===== src/rtl/keccak_digest_axis_tx.sv =====
// keccak_digest_axis_tx
// Captures the final Keccak state and streams the SHA-3 digest out over an
// AXI-Stream master, DATA_WIDTH bits per beat, least significant beat first.
// The lane mapping matches the input packer, so the stream can be looped back.

module keccak_digest_axis_tx #(
  parameter int DATA_WIDTH = 16
) (
  input  logic                     ACLK,
  input  logic                     ARESETn,
  input  logic [0:4][0:4][63:0]    S_in,
  input  logic                     start,
  input  logic [1:0]               mode,
  input  logic                     M_TREADY,
  output logic [DATA_WIDTH-1:0]    M_TDATA,
  output logic                     M_TVALID,
  output logic                     M_TLAST,
  output logic [1:0]               M_TUSER,
  output logic                     busy,
  output logic                     done,
  output logic                     start_drop
);

  // Only 8-, 16- and 32-bit beats tile every digest length exactly.
  if (!(DATA_WIDTH == 8 || DATA_WIDTH == 16 || DATA_WIDTH == 32)) begin : g_bad_width
    $error("keccak_digest_axis_tx: DATA_WIDTH must be 8, 16 or 32");
  end

  typedef enum logic {IDLE, SEND} state_t;

  state_t       state_q, state_d;
  logic [511:0] hold_q;      // digest bits still to send, next beat in the LSBs
  logic [5:0]   cnt_q;       // index of the beat currently presented
  logic [1:0]   user_q;      // mode of the digest in flight
  logic         done_q;
  logic         drop_q;

  logic [511:0] flat_lo;
  logic [5:0]   last_idx;
  logic         hs;
  logic         last_hs;
  logic         unused_lanes;

  // Index of the final beat for a given mode: digest bits / beat width - 1.
  function automatic logic [5:0] last_index(input logic [1:0] m);
    int d;
    case (m)
      2'd0:    d = 224;
      2'd1:    d = 256;
      2'd2:    d = 384;
      default: d = 512;
    endcase
    return 6'(d / DATA_WIDTH - 1);
  endfunction

  // Lanes x+5y = 0..7 form the low 512 bits of the flattened state; the
  // rest of the sponge never reaches the digest.
  always_comb begin
    flat_lo = '0;
    for (int i = 0; i < 8; i++) begin
      flat_lo[64*i +: 64] = S_in[i % 5][i / 5];
    end
  end

  assign unused_lanes = ^S_in;

  assign last_idx = last_index(user_q);
  assign hs       = (state_q == SEND) && M_TREADY;
  assign last_hs  = hs && (cnt_q == last_idx);

  // Next-state logic: a start opens a digest, the last handshake closes it.
  // NOTE: every combinational output gets a default first so no path can infer a latch.
  always_comb begin
    state_d = state_q;
    case (state_q)
      IDLE:    if (start)   state_d = SEND;
      SEND:    if (last_hs) state_d = IDLE;
      default: state_d = IDLE;
    endcase
  end

  // State register.
  // NOTE: sequential state uses non-blocking assignments so all flops update together.
  always_ff @(posedge ACLK or negedge ARESETn) begin
    if (!ARESETn) state_q <= IDLE;
    else          state_q <= state_d;
  end

  // Datapath: load on an accepted start, shift one beat per handshake.
  // The counter holds at the last index instead of stepping past it, so a
  // 64-beat digest never needs a seventh bit.
  // NOTE: the 512-bit holding register is reset too, so TDATA reads 0 out of reset.
  always_ff @(posedge ACLK or negedge ARESETn) begin
    if (!ARESETn) begin
      hold_q <= '0;
      cnt_q  <= '0;
      user_q <= '0;
    end else if (state_q == IDLE && start) begin
      hold_q <= flat_lo;
      cnt_q  <= '0;
      user_q <= mode;
    end else if (hs) begin
      hold_q <= hold_q >> DATA_WIDTH;
      if (!last_hs) cnt_q <= cnt_q + 6'd1;
    end
  end

  // Status pulses: done after the final handshake, start_drop for a start
  // that arrived mid-digest.
  always_ff @(posedge ACLK or negedge ARESETn) begin
    if (!ARESETn) begin
      done_q <= 1'b0;
      drop_q <= 1'b0;
    end else begin
      done_q <= last_hs;
      drop_q <= start && (state_q == SEND);
    end
  end

  assign M_TVALID   = (state_q == SEND);
  assign M_TLAST    = (state_q == SEND) && (cnt_q == last_idx);
  assign M_TDATA    = hold_q[DATA_WIDTH-1:0];
  assign M_TUSER    = user_q;
  assign busy       = (state_q == SEND);
  assign done       = done_q;
  assign start_drop = drop_q;

endmodule


===== config.mk =====
export PLATFORM = sky130hd
export DESIGN_NAME = keccak_digest_axis_tx
export DESIGN_NICKNAME = d
export VERILOG_FILES = /design/src/rtl/keccak_digest_axis_tx.sv
export SDC_FILE = /design/constraint.sdc
export NUM_CORES = 1
export LEC_CHECK = 0
export BUFFER_PORTS_ARGS = -buffer_cell sky130_fd_sc_hd__buf_2
export CAP_MARGIN = 20
export CORE_AREA = 2 2 643 645
export CTS_BUF_LIST = sky130_fd_sc_hd__clkbuf_4
export CTS_CLUSTER_SIZE = 12
export DETAILED_ROUTE_END_ITERATION = 8
export DIE_AREA = 0 0 645 647
export PLACE_DENSITY = 0.3
export SYNTH_ARGS = -nofsm -noshare
export SYNTH_HDL_FRONTEND = slang
export SYNTH_SLANG_ARGS = --single-unit

===== constraint.sdc =====
create_clock -name ACLK -period 1.7 [get_ports ACLK]
set_input_delay 0.17 -clock ACLK [delete_from_list [all_inputs] [get_ports ACLK]]
set_output_delay 0.17 -clock ACLK [all_outputs]
set_load 0.02 [all_outputs]

## Yosys cells after proc, flatten, opt, wreduce, memory -nomap -nowiden

Cells that the tools add are included.

| storage, ports and cells | value |
|---|---|
| register bits | 523 |
| latch bits | 0 |
| bits in writable memories | 0 |
| memory bits (read-only) | 0 |
| input port bits | 1606 |
| output and inout port bits | 23 |
| logic and storage cells | 33 |
| memories kept | 0 |

| operators by class | value |
|---|---|
| add/sub/neg operators | 3 |
| multipliers | 0 |
| divide/modulo/power cells | 0 |
| $lt $le $gt $ge | 0 |
| equal/unequal tests | 4 |
| shift-type cells | 0 |
| mux-type cells | 9 |
| bitwise operators | 2 |
| reduce and logical (&&, ||, !) cells | 9 |

Operator list:

| operator | number |
|---|---|
| 512-bit two-way mux | 2 |
| 10-bit one-hot mux with 3 select lines | 1 |
| 6-bit two-way mux | 3 |
| 6-bit by 1-bit adder with 6-bit output | 1 |
| 6-bit by 1-bit adder with 6-bit output (second input constant) | 1 |
| 6-bit equality test | 1 |
| 6-bit by 2-bit subtractor with 6-bit output (second input constant) | 1 |
| 1-bit logical AND | 5 |
| 4-bit OR reduction | 1 |
| 2-bit by 1-bit equality test with 1-bit output (second input constant) | 1 |
| 2-bit equality test (second input constant) | 1 |
| 2-bit zero test | 1 |
| 1-bit two-way mux | 2 |
| 2-bit by 1-bit inequality test with 1-bit output (second input constant) | 1 |
| 1-bit one-hot mux with 2 select lines | 1 |
| 2-bit AND reduction | 1 |
| 2-bit nonzero test | 1 |
| 1-bit AND (first input constant) | 1 |
| 1-bit inverter | 1 |

## Depth between registers and ports, before layout

| logic depth | value |
|---|---|
| depth after elaboration | 11 |
| mapped depth | 7 |
| depth with buffers taken out | 6 |

## Worst setup path after synthesis

OpenSTA, ideal clock, no wires.

| timing | value |
|---|---|
| kind | register -> output |
| start point | register user_q[0], in the netlist M_TUSER[0] |
| end point | output M_TLAST |
| arrival time | 1.424 ns |
| required time | 1.530 ns |
| setup slack | 0.106 ns |
| cell stages (with the launch flop) | 5 |
| path buffers | 0 |
| cell sequence | dfrtp_1 and4bb_1 a22oi_2 a211oi_4 and2_2 |

| on the way | value |
|---|---|
| word-level cells in the longest chain between the ends | 6 |
| elaborated cells between the ends (all ways) | 8 |

Ends and longest elaborated chain:

| element | RTL line | RTL |
|---|---|---|
| start: declaration | 34 | `logic [1:0] user_q;` |
| start signal: assignment | 101 | `user_q <= mode;` |
| 2-bit equality test, or another cell as far along | 47 | `case (m)` |
| 10-bit one-hot mux with 3 select lines (*) | 47 |  |
| 6-bit by 1-bit adder with 6-bit output (no line) (*) | - |  |
| 6-bit by 2-bit subtractor with 6-bit output (*) | 53 | `return 6'(d / DATA_WIDTH - 1);` |
| 6-bit equality test (*) | 121 | `assign M_TLAST = (state_q == SEND) && (cnt_q == last_idx);` |
| 1-bit logical AND (*) | 121 |  |
| end: declaration | 17 | `output logic M_TLAST,` |

Mark *: on every way between the ends. The rest lies on a longest branch, timed or not.

## Worst setup path in the final report

Ends and elaborated chain as after synthesis.

==> qor.yml <==
setup_path:
  cp_max_fo: 3
  critPathTopFamily: "simple AND/OR/NAND/NOR gates"
  reg2reg_from: "M_TVALID"
  startpoint_type: "register"
  crit_type: "reg2out"
  r2r_end: "hold_q[55]"
  r2r_cells: 9
  crit_buf_inv: 1
  startpoint: "M_TUSER[0]"
  critPathSlowestCell: "dfrtp_2"
  cp.depth: 5
  endpoint_kind: "output pin"
  cp_cell_sequence: "and4bb_1 > a22oi_2 > a211oi_4 > and2_4 > buf_6"
  rrSetupSlack_ps: -280
  required_ps: 1530
  endpoint: "M_TLAST"
  cpPeakStageDelay_ps: 450
  worst_ep_arrival_time_ps: 2620
global_route:
  grt_max_degree: 78
  grt_pass1_wl_um: 228000
  antenna_found_initial: 94
  grt_pass1_vias: 30627
  grt_util_all_layers_pct: 7.68
  grt_overflow: 0
die:
  rows: 236
  fp.coreArea_um2: 411000
  ios: 1629
  fp.dieH_um: 647
  dieArea_um2: 417000
  start_util_pct: 5.73
  fp.dieW_um: 645
pwr:
  swShare_pct: 39.1
  total_power_w: 0.0619
  seqPwrFrac_pct: 36.6
  p_per_area_nw_per_um2: 1080
  p_comb_share_pct: 41.9
  ir_drop_mv: 0.448
  clkPwrFrac_pct: 21.4
  p_int_w: 0.0377
  p_leak_nw: 23.1
  p_sw_w: 0.0242
timing:
  finalWorstSetupSlack_ps: -1090
  timing.final.crit_share_pct: 164
  drv_slew: 0
  max_freq_mhz: 359
  tns_ps: -73650
  worst_pin_slew_ps: 486
  relSlewSlack_pct: 67.6
  period_needed_ps: 2790
  finalHoldViolations: 0
  finalSetupViolCount: 508
  rsz0062_at_grt: "true"
  skew_ps: 177
synth:
  synth_top_area_cell: "dfrtp_1"
  yosysSeqAreaShare_pct: 55.6
  ys_ff_latch: 523
  synth.distinct_cells: 30
  syn_avg_cell_area_um2: 8.27
  synth_top_area_share_pct: 55.6
  synth_ff_type: "dfrtp_1"
  syn_area_um2: 23500
  yosysWarnings: 0
  ys_async_sr_fraction_pct: 100
  synth_nets: 4454
  synth_edf_count: 0
  synth_cells: 2847
  ys_top_cells_by_area: "dfrtp_1, nand2_1, a31oi_1"
detailed_routing:
  avgRoutedWirePerCell_um: 16.5
  vias: 29452
  antenna_left: 0
  drtPass1Iterations: 7
  vias_per_cell: 2.82
  drc_errors: 0
  wl_um: 173000
  drtIter0Drc: 1403
clock_tree:
  insertion_delay_ps: 1190
  cts_max_level: 4
  cts_tree: "yes"
  numCtsBuffers: 171
  clkTransAtPathRegs_ps: 70
  cts_max_path_buffers: 4
  clock_sinks: 523
  root_buffer: "clkbuf_4"
place:
  gp_congestion: 0.771
  hpwl_um: 114000
  numPortBuffers: 540
cells_and_area:
  drive_above_1_share_pct: 38.8
  layout_common_cells: "dlygate4sd3_1, nand2_1, dfrtp_1, buf_2, a31oi_1"
  multi_input_area_um2: 13400
  final_nets: 6449
  seq_area_um2: 13100
  fin_util_pct: 14.0
  final_common_cell: "dlygate4sd3_1"
  area_growth_syn_to_layout_pct: 144
  nFillCells: 46698
status:
  status: "finished with violations"
  failed_checks: "negative setup slack"
job:
  cap_violations: 0
hold_path:
  min_path_type: "in2reg"
## power groups by stage
stage / clock, W / sequential [W] / combinational [W]
5_1_grt: 0.0147 / 0.0234 / 0.0282
3_3_place_gp: 0 / 0.0218 / 0.0142
3_5_place_dp: 0 / 0.0219 / 0.0143
2_1_floorplan: 0 / 0.0197 / 0.00901
4_1_cts: 0.0141 / 0.0220 / 0.0216
6_report: 0.0133 / 0.0227 / 0.0259
## stage by stage
step	hold slack, ps	cell area, um2	std cells	worst slack, ps
after floorplan	-126	23500	2847	106
after global placement	95.7	34100	8798	-32.0
after detailed placement	98.6	34100	8798	-56.4
after CTS	8.69	52500	10347	-1370
after global routing	84.5	57400	10446	-1320
final	204	57400	10457	-1090
## sequential cells by signal (all words and copies together) (netlist names)
register / flops
M_TUSER: 2
M_TVALID: 1
cnt_q: 6
done: 1
hold_q: 512
start_drop: 1
## worst min path at each step
stage | startpoint | endpoint | slack (ps) | cells after the start
3_5_place_dp | ARESETn | hold_q[498] | 100 | 1
6_report | S_in[895] | hold_q[511] | 200 | 4
4_1_cts | mode[0] | M_TUSER[0] | 9 | 5
2_1_floorplan | ARESETn | M_TUSER[0] | -130 | 0
5_1_grt | S_in[895] | hold_q[511] | 80 | 4
3_3_place_gp | ARESETn | hold_q[498] | 100 | 1
## routing by layer
| layer | part of all wire [%] | vias to the layer above | GRT usage [%] |
|---|---|---|---|
| li1 | - | 13684 | - |
| met1 | 40 | 14567 | 8.98 |
| met2 | 52 | 773 | 13.9 |
| met3 | 4.6 | 368 | 1.67 |
| met4 | 3.1 | 60 | 2.21 |
| met5 | 0.22 | - | 0 |
## logic make-up (layout without fill, tap and decap cells)
family                   count (synthesis)  in the layout  share of synthesized area (%)
AND/OR/NAND/NOR                       1554           1554                           24.9
AO/OA/AOI/OAI                          522            522                           13.9
adder cells (fa/ha/maj)                  1              1                         0.0532
XOR/XNOR                                 2              2                         0.0744
buffers and inverters                  245           2347                           5.43
flip-flops                             523            523                           55.6
other                                    0             34                              0
## timing repair
action                                  4_1_cts  5_1_grt
setup buffers                               141       92
hold endpoints to repair                   1046        0
endpoints found under the setup margin      403      543
hold buffers                               1035        0
pin swaps                                   155      221
cloned                                       98       59
resized for setup                           521      907
## cell usage after synthesis (2+ instances only)
cell / instances
buf_2: 124
buf_1: 4
nand2_1: 1037
o21ai_0: 2
a21oi_1: 17
clkbuf_1: 62
nand3_1: 4
buf_4: 54
a31oi_1: 496
dfrtp_1: 523
and2_1: 2
nor2_1: 503
o22a_1: 2
## final cells by class
cell class                 count  share of cell area [%]
clock buffer                 233                    3.05
tap                         5474                    11.9
inverter                       1                 0.00871
multi-input combinational   2079                    23.4
sequential                   523                    22.8
antenna                       34                   0.148
timing repair buffer        2066                    38.4
clock inverter                47                   0.377
## worst register-to-register path, cell delays in order (launching register included)
cell and delay [ps]:
dfrtp_2 430, buf_6 140, nor2b_4 160, buf_12 170
buf_12 170, buf_16 180, buf_6 140, buf_8 120
nand2_1 70, a31oi_2 170
No activity file was read; power rests on OpenSTA's default activity.
